## src/rtl/mrs_8.sv

```systemverilog
// mrs_8: registered 8-bit masking rotating shifter.
// One shared log rotator handles all four modes; the shift modes clear the wrapped bits with a mask.
module mrs_8 (
    input  logic       clk,
    input  logic       rst,
    input  logic [7:0] mrsdata,
    input  logic [2:0] mrssel,
    input  logic [1:0] mode,
    output logic [7:0] mrsout,
    output logic       mrsvalid
);

    logic [7:0] stage1;
    logic [7:0] stage2;
    logic [7:0] stage4;
    logic [7:0] mask;
    logic [7:0] result;

    // mode[0] picks the rotate direction at every stage: 0 = right, 1 = left.
    always_comb begin
        stage1 = mrsdata;
        if (mrssel[0]) begin
            stage1 = mode[0] ? {mrsdata[6:0], mrsdata[7]} : {mrsdata[0], mrsdata[7:1]};
        end

        stage2 = stage1;
        if (mrssel[1]) begin
            stage2 = mode[0] ? {stage1[5:0], stage1[7:6]} : {stage1[1:0], stage1[7:2]};
        end

        stage4 = stage2;
        if (mrssel[2]) begin
            stage4 = {stage2[3:0], stage2[7:4]};
        end
    end

    // The mask keeps only the bits a true logical shift would keep; rotates pass everything.
    always_comb begin
        mask = 8'hFF;
        if (mode[1]) begin
            mask = mode[0] ? (8'hFF << mrssel) : (8'hFF >> mrssel);
        end
        result = stage4 & mask;
    end

    always_ff @(posedge clk or posedge rst) begin
        if (rst) begin
            mrsout   <= 8'h00;
            mrsvalid <= 1'b0;
        end else begin
            mrsout   <= result;
            mrsvalid <= 1'b1;
        end
    end

endmodule

```

## config.mk

```make
export PLATFORM = sky130hd
export DESIGN_NAME = mrs_8
export DESIGN_NICKNAME = d
export VERILOG_FILES = /design/src/rtl/mrs_8.sv
export SDC_FILE = /design/constraint.sdc
export NUM_CORES = 1
export LEC_CHECK = 0
export CORE_ASPECT_RATIO = 0.9
export CORE_UTILIZATION = 50
export CTS_BUF_LIST = sky130_fd_sc_hd__clkbuf_4 sky130_fd_sc_hd__clkbuf_8
export DETAILED_ROUTE_END_ITERATION = 8
export HOLD_SLACK_MARGIN = 0.1
export PLACE_DENSITY = 0.93
export SETUP_SLACK_MARGIN = 0.2
export SYNTH_ARGS = -nofsm -noshare
export SYNTH_HDL_FRONTEND = slang
export SYNTH_SLANG_ARGS = --single-unit
```

## constraint.sdc

```tcl
create_clock -name clk -period 0.8 [get_ports clk]
set_input_delay 0.16 -clock clk [delete_from_list [all_inputs] [get_ports clk]]
set_output_delay 0.16 -clock clk [all_outputs]
set_load 0.02 [all_outputs]
```

==> results.toml, run 1 <==
[floorplan]
die_x_um = 47.2
ioPinCount = 24
start_util_pct = 54.2
die_h_um = 42.7
rows = 14

[placement]
place.port_buffers = 23
hpwl_um = 2310
place_congestion = 0.978
placed_area_um2 = 1350

[run_status]
haltStage = "clock tree synthesis"
stop_error = "[ERROR DPL-0033] detailed placement checks failed during check placement."
status = "stopped before the end"

[synthesis]
synth.avg_cell_area_um2 = 8.08
synthesis.nets = 129
synth_seq_area_share_pct = 24.5
yosys_warnings = 0
syn_inst = 114
ys_ff_latch = 9
ys_types = 29
syn-cell-area_um2 = 921

[clock_tree]
post_cts_buffers = 5
numClockSinks = 9
cts.repair.resized = 135
htree_levels = 1
hold_buffers = 0
clockRootBuffer = "clkbuf_4"
cts_made_buffers = 3
clock_path_buffers = 2
==> through the flow <==
| stage | TNS [ps] | setup WS, ps | util [%] | cells | hold WS, ps |
|---|---|---|---|---|---|
| 3_5_place_dp | -10010 | -1010 | 79.2 | 178 | 442 |
| 2_1_floorplan | -2330 | -309 | - | 114 | -12.1 |
| 3_3_place_gp | -9330 | -915 | 79.2 | 178 | 427 |
==> cells by family after synthesis <==
kind of cell / after synthesis / synth area share, %
other: 1 / 0.407
multiplexers: 7 / 7.61
AO/OA/AOI/OAI: 39 / 35.1
flip-flops: 9 / 24.5
buffers and inverters: 14 / 10.1
AND/OR/NAND/NOR: 44 / 22.4
==> cell usage after synthesis <==
master / instances / area, um^2
a211oi_1: 1 / 7.51
a21oi_1: 10 / 50.1
a221oi_2: 4 / 60.1
a311oi_1: 3 / 26.3
a311oi_2: 4 / 60.1
buf_1: 1 / 3.75
buf_12: 1 / 20.0
buf_2: 4 / 20.0
buf_4: 1 / 7.51
buf_6: 2 / 22.5
clkbuf_1: 2 / 7.51
conb_1: 1 / 3.75
dfrtp_1: 9 / 225
inv_1: 2 / 7.51
inv_2: 1 / 3.75
mux2i_1: 7 / 70.1
nand2_1: 12 / 45.0
nand2_2: 3 / 18.8
nand2b_1: 9 / 56.3
nand3_1: 1 / 5.00
nor2_1: 11 / 41.3
nor3_1: 8 / 40.0
o21ai_0: 7 / 35.0
o22ai_1: 4 / 25.0
o2bb2ai_1: 1 / 8.76
o311ai_0: 1 / 8.76
o31ai_1: 2 / 15.0
o32a_1: 1 / 10.0
o32ai_2: 1 / 16.3
==> run 2, diff against run 1 <==
CORE_AREA = 2 2 63 65   (was default)
CORE_ASPECT_RATIO = default   (was 0.9)
CORE_UTILIZATION = default   (was 50)
CTS_BUF_LIST = default   (was sky130_fd_sc_hd__clkbuf_4 sky130_fd_sc_hd__clkbuf_8)
DIE_AREA = 0 0 65 67   (was default)
HOLD_SLACK_MARGIN = default   (was 0.1)
PLACE_DENSITY = default   (was 0.93)
PLACE_DENSITY_LB_ADDON = 0.15   (was default)
SETUP_SLACK_MARGIN = default   (was 0.2)
==> results.toml, run 2 <==
[power_and_ir_drop]
p_total_mw = 2.14
p_leak_nw = 0.837
p_per_area_nw_per_um2 = 1110
vdd_drop_max_mv = 0.390

[synthesis]
synth_ff_type = "dfrtp_1"
yosys_warnings = 0
yosys.area.top_type = "dfrtp_1"
synthesis.nets = 129
ys_ff_latch = 9
yosysTopAreaCellShare_pct = 24.5
syn_inst = 114
ys_top_cells_by_count = "nand2_1, nor2_1, a21oi_1"
ys_async_sr_fraction_pct = 100
syn-cell-area_um2 = 921
synth_area_leaders = "dfrtp_1, mux2i_1, a221oi_2"
synth_edf_count = 0
yosysMostFrequentCell = "nand2_1"
ys_types = 29
synth.avg_cell_area_um2 = 8.08
synth_seq_area_share_pct = 24.5

[layout]
drive_gt1_share_pct = 67.4
n_antenna_cell = 0
largest_reg_flops = 8
syn2layout_area_growth_pct = 110
final_common_cell = "buf_6"
top_register = "mrsout"
fin_nets = 191
reg.largest.list = "mrsout x8, mrsvalid x1"
layout_common_cells = "buf_6, buf_4, nand2_1, dfrtp_1"
postLayoutCellArea_um2 = 1930

[floorplan]
die_x_um = 65
core-area_um2 = 3610
rows = 22
die-area_um2 = 4360
ioPinCount = 24
start_util_pct = 25.5
die_h_um = 67

[run_status]
violations = "setup timing"
status = "complete, but fails checks"

[critical_path]
start_kind = "primary input"
critPathArrivalTime_ps = 1210
critPathCaptureType = "flip-flop"
critical_path_class = "in2reg"
required_ps = 930
cp_max_fo = 5

[global_route]
grt_first_pass_wirelength_um = 5930
antenna_found_initial = 0
grt_max_degree = 17
grt_pass1_vias = 1243
grtUsageTotal_pct = 17.8
overflow = 0

[drt]
drtIter0Drc = 41
viasPerCell = 5.05
via_count = 1126
routed_wl_um = 3540
ant_nets = 0
wl_per_cell_um = 15.9
first_pass_iters = 4
drc = 0

[timing]
setup_violations = 17
tns_ps = -2570
rsz0062_at_grt = "true"
hold_viol_final = 0
fin_crit_ps = 1080
fmax_mhz = 922
finalCritPeriodShare_pct = 136
worst_slack_ps = -285
drv_slew = 0

[clock_tree]
clkTransAtPathRegs_ps = 40
clockRootBuffer = "clkbuf_8"
cts_tree = "yes"
clock_path_buffers = 2
numClockSinks = 9
htree_levels = 1
hold_buffers = 0
cts_made_buffers = 3

[flow_run]
timing.max_cap.violations = 0

[placement]
hpwl_um = 2210
place.port_buffers = 23
placed_area_um2 = 1410
place_congestion = 0.861
place_ws_ps = -1000

[min_path]
hold_path.class = "in2async"
==> run 2: area by class of cell <==
type | instances | area [um^2]
fillers | 335 | 1680
multi-input cells | 91 | 872
repair buffers | 68 | 716
flip-flops and latches | 9 | 225
well taps | 48 | 60.1
clock buffers | 4 | 45.0
inverters | 3 | 11.3
==> run 2: logic make-up (layout without fill, tap and decap cells) <==
| kind of cell | count (synthesis) | in the layout | synth area share (%) |
|---|---|---|---|
| compound gates | 39 | 39 | 35.1 |
| mux | 7 | 7 | 7.61 |
| other cells | 1 | 1 | 0.407 |
| simple gates | 44 | 44 | 22.4 |
| buf+inv | 14 | 75 | 10.1 |
| flops | 9 | 9 | 24.5 |
==> run 2: per-stage QoR <==
stage	std cells	utilization, %	hold slack (ps)
6_report	223	53.5	185
5_1_grt	223	53.5	207
4_1_cts	223	50.8	195
3_5_place_dp	206	39.0	438
3_3_place_gp	206	39.0	432
2_1_floorplan	114	-	-12.1
==> run 2: worst max-delay path by stage <==
stage / startpoint / endpoint / cells after the start
after floorplan: mode[0] / mrsout[0] / 6
after global routing: mode[0] / mrsout[1] / 7
after CTS: mode[0] / mrsout[5] / 7
after global placement: mode[0] / mrsout[3] / 7
final: mode[0] / mrsout[5] / 6
after detailed placement: mode[0] / mrsout[3] / 7
==> run 2: per-layer routing <==
layer  up-vias  GRT usage [%]  part of all wire [%]
li1        542              -                     -
met1       539           18.2                    40
met2        35           33.8                    54
met3        10           3.89                   4.4
met4         0           8.78                   2.1
met5         -              0                     0
==> run 2: timing repair <==
item,CTS,global route
setup endpoints to repair,17,17
setup buffers,10,0
gates cloned,4,0
pin swaps,26,8
resized for setup,153,19
==> run 2: critical path, cell delays in order <==
cell,delay (ps)
buf_12,120
buf_16,130
nand2b_1,200
a311oi_2,330
nor3_2,80
a221oi_2,180
==> run 2: power breakdown <==
group / internal, mW / switching, mW / total, mW
sequential: 0.509 / 0.0215 / 0.530
combinational: 0.577 / 0.531 / 1.11
clock: 0.345 / 0.157 / 0.502
Power figures use the tool's default switching activity.
==> run 3, diff against run 2 <==
--- a/config.mk
+++ b/config.mk
@@ -10,3 +10,2 @@
 export DIE_AREA = 0 0 65 67
-export PLACE_DENSITY_LB_ADDON = 0.15
 export SYNTH_ARGS = -nofsm -noshare
--- a/constraint.sdc
+++ b/constraint.sdc
@@ -3,2 +3,2 @@
 set_output_delay 0.16 -clock clk [all_outputs]
-set_load 0.02 [all_outputs]
+set_load 0.005 [all_outputs]
==> results.toml, run 3 (synthesis gave the netlist of run 2 again) <==
[run_status]
status = "complete, but fails checks"
violations = "setup timing"

[critical_path]
worstPathCellList = "buf_12 > buf_12 > buf_12 > mux2i_2 > o22ai_2 > nor3_2 > a221oi_2"
critPathArrivalTime_ps = 1190
start_kind = "primary input"
cpPeakStageDelay_ps = 240
crit_top_cell = "buf_12"
cp_max_fo = 7
required_ps = 930
critPathCaptureType = "flip-flop"
cp_slowest_cell = "o22ai_2"
critical_path_class = "in2reg"

[layout]
layout_common_cells = "buf_4, buf_2, nor2_1, dfrtp_1"
fin_nets = 187
final_common_cell = "buf_4"
postLayoutCellArea_um2 = 1750
drive_gt1_share_pct = 66.7
top_register = "mrsout"
n_antenna_cell = 0
fin_util_pct = 48.6
syn2layout_area_growth_pct = 90.4
reg.largest.list = "mrsout x8, mrsvalid x1"
largest_reg_flops = 8

[timing]
drv_slew = 0
setup_violations = 17
fmax_mhz = 940
rsz0062_at_grt = "true"
fin_crit_ps = 1060
worst_slack_ps = -263
tns_ps = -2390
finalCritPeriodShare_pct = 133
hold_viol_final = 0
fin_hold_ws_ps = 183

[power_and_ir_drop]
vdd_drop_max_mv = 0.354
power.share.combinational_pct = 47.6
seq_power_share_pct = 26.5
p_int_mw = 1.32
p_per_area_nw_per_um2 = 1120
swShare_pct = 32.5
p_leak_nw = 0.788
clockPowerShare_pct = 25.9
p_sw_uw = 636

[drt]
drc = 0
wl_per_cell_um = 16.7
viasPerCell = 5.32
via_count = 1164
routed_wl_um = 3650
drtIter0Drc = 81
first_pass_iters = 4
ant_nets = 0

[floorplan]
die-area_um2 = 4360
die_h_um = 67
core-area_um2 = 3610
rows = 22
start_util_pct = 25.5
die_x_um = 65
ioPinCount = 24

[global_route]
overflow = 0
grt_first_pass_wirelength_um = 5900
antenna_found_initial = 0
top_usage_layer = "met2"
grt_pass1_vias = 1184
grt_max_degree = 11
use_met1_pct = 18.1
use_met3_pct = 2.20
grtUsageTotal_pct = 17.9
grtUsageMet2_pct = 35.1

[flow_run]
timing.max_cap.violations = 0

[clock_tree]
clkTransAtPathRegs_ps = 40
cts_tree = "yes"
htree_levels = 1
clock_path_buffers = 2
numClockSinks = 9
cts_made_buffers = 3
hold_buffers = 0
clockRootBuffer = "clkbuf_8"

[placement]
placed_area_um2 = 1340
place.port_buffers = 23
place_congestion = 0.926
hpwl_um = 2220
place_ws_ps = -978

[min_path]
hold_path.class = "in2async"
run 3: what timing repair did:
item / 4_1_cts / 5_1_grt
pin swaps: 19 / 12
gates resized for setup: 106 / 32
cloned: 3 / 0
setup endpoints to repair: 17 / 17
setup buffers: 14 / 3
run 3: worst paths after layout:
check / slack (ps) / start / cells after the start / endpoint
min in group clk: 420 / mode[1] / 4 / mrsout[7]
hold / removal: 180 / rst / 2 / mrsout[5]
setup / recovery: -260 / mode[0] / 7 / mrsout[6]
max in group asynchronous: 390 / rst / 2 / mrsout[0]
run 3: metrics by stage:
step	total power [mW]	cells
after floorplan	0.904	114
after global placement	1.22	196
after detailed placement	1.24	196
after CTS	1.90	217
after global routing	2.07	219
final	1.96	219
run 3: final cells by class:
cell class | instances | area [um^2]
flip-flops and latches | 9 | 225
fillers | 335 | 1850
well taps | 48 | 60.1
repair buffers | 64 | 552
multi-input cells | 91 | 860
clock buffers | 4 | 45.0
inverters | 3 | 11.3
run 3: power groups by stage:
stage | registers, mW | clock network, mW | logic, mW
finish | 0.518 | 0.506 | 0.932
global route | 0.523 | 0.553 | 0.995
CTS | 0.519 | 0.516 | 0.869
detailed placement | 0.528 | 0 | 0.707
global placement | 0.525 | 0 | 0.690
floorplan | 0.535 | 0 | 0.369
run 3: worst max-delay path, delay by kind of cell:
family	cells	cell delay (ps)
simple gates	1	80
mux	1	140
buf+inv	3	370
compound gates	2	440
run 3: metal layers:
layer / vias up / routed length, um
met2: 55 / 2000
met1: 553 / 1320
met3: 13 / 192
met4: 0 / 138
li1: 543 / -
met5: - / 0
==> variant 1, RTL diff (config.mk and constraints of run 2) <==
Add an input register stage for `mrsdata`, `mrssel` and `mode`, with the module's reset; this delays them by one clock.
--- a/src/rtl/mrs_8.sv
+++ b/src/rtl/mrs_8.sv
@@ -10,6 +10,22 @@
     output logic       mrsvalid
 );
 
+    logic [7:0] mrsdata_q;
+    logic [2:0] mrssel_q;
+    logic [1:0] mode_q;
+
+    always_ff @(posedge clk or posedge rst) begin
+        if (rst) begin
+            mrsdata_q <= '0;
+            mrssel_q  <= '0;
+            mode_q    <= '0;
+        end else begin
+            mrsdata_q <= mrsdata;
+            mrssel_q  <= mrssel;
+            mode_q    <= mode;
+        end
+    end
+
     logic [7:0] stage1;
     logic [7:0] stage2;
     logic [7:0] stage4;
@@ -18,18 +34,18 @@
 
     // mode[0] picks the rotate direction at every stage: 0 = right, 1 = left.
     always_comb begin
-        stage1 = mrsdata;
-        if (mrssel[0]) begin
-            stage1 = mode[0] ? {mrsdata[6:0], mrsdata[7]} : {mrsdata[0], mrsdata[7:1]};
+        stage1 = mrsdata_q;
+        if (mrssel_q[0]) begin
+            stage1 = mode_q[0] ? {mrsdata_q[6:0], mrsdata_q[7]} : {mrsdata_q[0], mrsdata_q[7:1]};
         end
 
         stage2 = stage1;
-        if (mrssel[1]) begin
-            stage2 = mode[0] ? {stage1[5:0], stage1[7:6]} : {stage1[1:0], stage1[7:2]};
+        if (mrssel_q[1]) begin
+            stage2 = mode_q[0] ? {stage1[5:0], stage1[7:6]} : {stage1[1:0], stage1[7:2]};
         end
 
         stage4 = stage2;
-        if (mrssel[2]) begin
+        if (mrssel_q[2]) begin
             stage4 = {stage2[3:0], stage2[7:4]};
         end
     end
@@ -37,8 +53,8 @@
     // The mask keeps only the bits a true logical shift would keep; rotates pass everything.
     always_comb begin
         mask = 8'hFF;
-        if (mode[1]) begin
-            mask = mode[0] ? (8'hFF << mrssel) : (8'hFF >> mrssel);
+        if (mode_q[1]) begin
+            mask = mode_q[0] ? (8'hFF << mrssel_q) : (8'hFF >> mrssel_q);
         end
         result = stage4 & mask;
     end
Function: changed (Yosys sat finds a counterexample within 4 cycles, from zero or initial values and one cycle with rst high).
==> variant 1 against run 2 <==
  * The flow still finishes with violations (negative setup slack)
  * Total power rose by 40%
  * Routed wire length fell by 7.5%
  * Sequential share of layout area rose by 16 points
  * Global-route usage fell by 1.1 points
  * Cell count fell by 0.45%
  * Sequential cell count rose by 13
  * Utilization rose by 2.2 points
  * Final area rose by 4.1%
  * Setup slack got worse by 380 ps
  * Via count rose by 1.3%
  * Synthesized area rose by 35%
==> variant 1: results (changes against run 2) <==
[worst_setup_path]
critical-path-max-stage-delay_ps = 360  ; was 330 ps
path_delay_family = buffers and inverters  ; was compound AO/OA/AOI/OAI gates
cpMaxStageDelayCell = sky130_fd_sc_hd__dfrtp_1  ; was sky130_fd_sc_hd__a311oi_2
timing.critical_path.fanout_max = 7  ; was 5
timing.reg2reg.worst_path_depth = 7

[yosys]
synth_cell_types = 29  ; unchanged
yosys-top-cells-area = sky130_fd_sc_hd__dfrtp_1, sky130_fd_sc_hd__mux2i_1, sky130_fd_sc_hd__a221oi_2  ; unchanged
yosysWarnings = 0  ; unchanged
synthesis.area_per_instance_um2 = 9.813  ; was 8.078 um^2
synth_common_cells = sky130_fd_sc_hd__dfrtp_1, sky130_fd_sc_hd__nand2_1, sky130_fd_sc_hd__nor2_1  ; was sky130_fd_sc_hd__nand2_1, sky130_fd_sc_hd__nor2_1, sky130_fd_sc_hd__a21oi_1
asyncSetResetFlopFracSynth = 1.000  ; unchanged
seq_area_frac_synth = 0.4418  ; was 0.2446
post_synthesis_net_count = 142  ; was 129

[drt]
wl_met2_um = 1777  ; was 1899 um
drt-vias-per-instance = 5.140  ; was 5.049
wl_met3_um = 126  ; was 156 um
dr.pass1.iters = 4  ; unchanged
routed_wl_um = 3277  ; was 3543 um
dr.first_iter.drc_count = 45  ; was 41
post_drt_wl_per_cell_um = 14.76  ; was 15.89 um
detail-route-antenna-nets = 0  ; unchanged
route.top_layer_used = met4  ; unchanged
wl_met1_um = 1335  ; was 1411 um

[global_route]
grt_first_pass_wirelength_um = 5423  ; was 5927 um
grt_antenna_before_repair = 0  ; unchanged
grt_max_degree = 23  ; was 17
track_usage = 0.1671  ; was 0.1777

[pwr]
power.switching_w = 0.0008772  ; was 0.0007098 W
p_leak_nw = 0.8795  ; was 0.8366 nW
ir_drop_mv = 0.9048  ; was 0.3896 mV

[cts]
ctsRootBufferMaster = sky130_fd_sc_hd__clkbuf_8  ; unchanged
cts.reportedPaths.clkPinSlew_ps = 80  ; was 40 ps
cts_htree_levels = 1  ; unchanged
clk_latency_ps = 270
numCtsBuffers = 3  ; unchanged
clk_path_buf_depth = 2  ; unchanged

[sta]
setup_violations = 17  ; unchanged
setup_ws_ps = -668.0  ; was -284.5 ps
worst_clock_skew_ps = 1.170
tns_ps = -6272  ; was -2573 ps
hold_slack_ps = 211.5  ; was 185.2 ps

[cells_and_area]
fraction_of_layout_cells_with_a_size_suffix_above_1 = 0.4770  ; was 0.6743
antenna_diode_count = 0  ; unchanged
design.final.nets = 190  ; was 191
layout_top_registers = mrsdata_q (8), mrsout (8), mrssel_q (3)  ; was mrsout (8), mrsvalid (1)

[status]
violations_in_the_final_reports = negative setup slack  ; unchanged
status = complete, but fails checks  ; unchanged

[min_path]
worst_hold_path_type = primary input to async pin  ; unchanged

[placement]
placement.io_buffers = 23  ; unchanged
gpl.final_weighted_congestion = 0.8534  ; was 0.8612
total_placed_cells_including_tap_cells = 212  ; was 206
post-dp-hpwl_um = 2412  ; was 2209 um

==> variant 1: changes by cell type after synthesis, sizes merged <==
| cell | change |
|---|---|
| dfrtp | +13 |
==> variant 1: per-stage QoR <==
stage	utilization	cell area (um^2)	setup WS, ps
2_1_floorplan	-	1303	-509.0
3_3_place_gp	0.4768	1719	-688.8
3_5_place_dp	0.4768	1719	-650.8
4_1_cts	0.5108	1842	-632.0
5_1_grt	0.5569	2008	-751.8
6_report	0.5569	2008	-668.0
==> variant 1: cell families (layout without fill, tap and decap cells) <==
| kind of cell | Yosys count | after routing | share of synthesized area |
|---|---|---|---|
| other cells | 1 | 1 | 0.003009 |
| simple gates | 44 | 44 | 0.1657 |
| buf+inv | 14 | 61 | 0.07430 |
| mux | 7 | 7 | 0.05623 |
| flops | 22 | 22 | 0.4418 |
| compound gates | 39 | 39 | 0.2590 |
==> variant 1: final timing paths <==
kind / startpoint / endpoint
setup reg to reg: mode_q[0] / mrsout[7]
hold / removal: rst / mrsvalid
hold reg to reg: mode_q[1] / mrsout[3]
max in group asynchronous: rst / mrsout[5]
setup / recovery: mode_q[0] / mrsout[7]
min in group clk: mrsdata[7] / mrsdata_q[7]
==> variant 1: cell type report <==
type,instances,area [um^2]
fillers,306,1598
clock buffers,4,55.05
well taps,48,60.06
flip-flops and latches,22,550.5
multi-input cells,91,787.0
repair buffers,54,544.3
inverters,3,11.26
==> variant 1: power by group through the flow <==
stage,clock network (W),registers [W],logic [W]
5_1_grt,0.000916,0.00129,0.000966
3_5_place_dp,0,0.00128,0.000761
2_1_floorplan,0,0.00133,0.000381
4_1_cts,0.000842,0.00128,0.000799
3_3_place_gp,0,0.00128,0.000760
6_report,0.000820,0.00128,0.000895
==> variant 1: what timing repair did <==
action,in CTS,in global routing
endpoints found under the setup margin,17,17
setup buffers,1,4
resized for setup,64,21
pin swaps,2,15
gates cloned,0,1
==> variant 1: worst register-to-register path: cells and delay by family, from the launching register on <==
| kind | cells | cell delay [ps] |
|---|---|---|
| buffers and inverters | 3 | 440 |
| AO/OA/AOI/OAI | 2 | 140 |
| multiplexers | 1 | 210 |
| AND/OR/NAND/NOR | 1 | 210 |
| flip-flops | 1 | 360 |
==> variant 1: metal layers <==
metal / global-route usage / up-vias
met5: 0 / -
met4: 0.05585 / 0
met3: 0.02872 / 4
met2: 0.3054 / 27
met1: 0.1967 / 554
li1: - / 556
==> variant 2, RTL diff (settings of run 2) <==
Without the edit above. Make the reset (`rst`) synchronous in one clocked block.
--- a/src/rtl/mrs_8.sv
+++ b/src/rtl/mrs_8.sv
@@ -43,7 +43,7 @@
         result = stage4 & mask;
     end
 
-    always_ff @(posedge clk or posedge rst) begin
+    always_ff @(posedge clk) begin
         if (rst) begin
             mrsout   <= 8'h00;
             mrsvalid <= 1'b0;
Behaviour: differs if rst is asserted again (counterexample within 4 cycles, from zero or initial values and one cycle with rst high); with rst held inactive, the same outputs for 10 cycles.
==> variant 2 against run 2 <==
  * The flow still finishes with violations (negative setup slack)
  * Worst hold slack improved by 240 ps
  * Final area shrank 14%
  * Total power shrank 9.1%
  * Sequential cell count did not move
  * Setup slack better by 61 ps
  * Cell count decreased by 10%
  * Combinational power fell by 18%
  * Synthesized area fell by 0.14%
  * Routed wire length down 11%
  * Count of clock-buffer cells in the layout stayed put
==> variant 2: results (changes against run 2) <==
[pwr]
p_leak_nw = 0.6663  ; was 0.8366 nW
ir_drop_mv = 0.4572  ; was 0.3896 mV
power.switching_fraction = 0.3327  ; was 0.3316

[yosys]
yosys-top-cells-area = sky130_fd_sc_hd__mux2i_1, sky130_fd_sc_hd__dfxtp_1, sky130_fd_sc_hd__a211oi_2  ; was sky130_fd_sc_hd__dfrtp_1, sky130_fd_sc_hd__mux2i_1, sky130_fd_sc_hd__a221oi_2
synth_cell_types = 24  ; was 29
synth_common_cells = sky130_fd_sc_hd__mux2i_1, sky130_fd_sc_hd__nor2_1, sky130_fd_sc_hd__dfxtp_1  ; was sky130_fd_sc_hd__nand2_1, sky130_fd_sc_hd__nor2_1, sky130_fd_sc_hd__a21oi_1
dominantRegCellSynth = sky130_fd_sc_hd__dfxtp_1  ; was sky130_fd_sc_hd__dfrtp_1
asyncSetResetFlopFracSynth = 0  ; was 1.000
seq_area_frac_synth = 0.1959  ; was 0.2446
post_synthesis_net_count = 127  ; was 129
postSynthCellCount = 112  ; was 114

[status]
status = complete, but fails checks  ; unchanged
violations_in_the_final_reports = negative setup slack  ; unchanged

[worst_setup_path]
cp_data_arrival_time_ps = 1170  ; was 1210 ps
critical-path-max-stage-delay_ps = 250  ; was 330 ps
timing.critical_path.fanout_max = 6  ; was 5
cpMaxStageDelayCell = sky130_fd_sc_hd__o22ai_2  ; was sky130_fd_sc_hd__a311oi_2

[drt]
routed-via-count = 1065  ; was 1,126
routed_wl_um = 3151  ; was 3543 um
dr.first_iter.drc_count = 28  ; was 41

[global_route]
grt_pass1_vias = 1050  ; was 1,243
track_usage = 0.1476  ; was 0.1777

[placement]
total_placed_cells_including_tap_cells = 187  ; was 206
gpl.final_weighted_congestion = 0.7780  ; was 0.8612

[sta]
setup_violations = 17  ; unchanged
tns_ps = -1512  ; was -2573 ps
setup_ws_ps = -223.7  ; was -284.5 ps

[cells_and_area]
fraction_of_layout_cells_with_a_size_suffix_above_1 = 0.6118  ; was 0.6743

[min_path]
worst_hold_path_type = primary input to flip-flop  ; was primary input to async pin

[variant 2: final timing paths]
check / startpoint / depth (start not counted) / slack (ps) / end
setup / recovery: mode[0] / 7 / -220 / mrsout[6]
hold / removal: rst / 4 / 430 / mrsout[1]
[variant 2: cell families after synthesis]
| group | count (synthesis) | share of synthesized area |
|---|---|---|
| AO/OA/AOI/OAI | 38 | 0.3197 |
| AND/OR/NAND/NOR | 26 | 0.1170 |
| multiplexers | 24 | 0.2612 |
| buffers and inverters | 15 | 0.1061 |
| flip-flops | 9 | 0.1959 |
[variant 2: critical path, delay by kind of cell]
kind / cells / cell delay (ps)
AO/OA/AOI/OAI: 2 / 410
buffers and inverters: 3 / 380
multiplexers: 1 / 120
AND/OR/NAND/NOR: 1 / 80
[variant 2: layer usage]
| metal | GRT usage | up-vias | share of wire |
|---|---|---|---|
| li1 | - | 509 | - |
| met1 | 0.1739 | 524 | 0.44 |
| met2 | 0.2655 | 24 | 0.51 |
| met3 | 0.02872 | 8 | 0.029 |
| met4 | 0.05053 | 0 | 0.028 |
| met5 | 0 | - | 0 |
[variant 2: stage by stage]
step           utilization  worst slack, ps
2_1_floorplan            -           -247.0
3_3_place_gp        0.3522           -946.6
3_5_place_dp        0.3522           -943.3
4_1_cts             0.4476           -197.3
5_1_grt             0.4594           -216.1
6_report            0.4594           -223.7
[variant 2: what timing repair did]
item | CTS | global route
resized for setup | 146 | 19
endpoints found under the setup margin | 18 | 17
buffers inserted | 5 | 0
pin swaps | 20 | 10
gates cloned | 4 | 0
[variant 2: power by group through the flow]
stage | clock network (W) | logic [W] | registers (W)
after CTS | 0.000537 | 0.000853 | 0.000512
after global placement | 0 | 0.000673 | 0.000505
final | 0.000521 | 0.000912 | 0.000511
after detailed placement | 0 | 0.000673 | 0.000506
after floorplan | 0 | 0.000364 | 0.000553
after global routing | 0.000574 | 0.000966 | 0.000513
[variant 2: cell type report]
cell class / instances / area, um^2
repair buffers: 47 / 529.3
clock buffers: 4 / 45.04
flip-flops and latches: 9 / 190.2
fillers: 356 / 1949
multi-input cells: 88 / 815.8
well taps: 48 / 60.06
inverters: 4 / 16.27
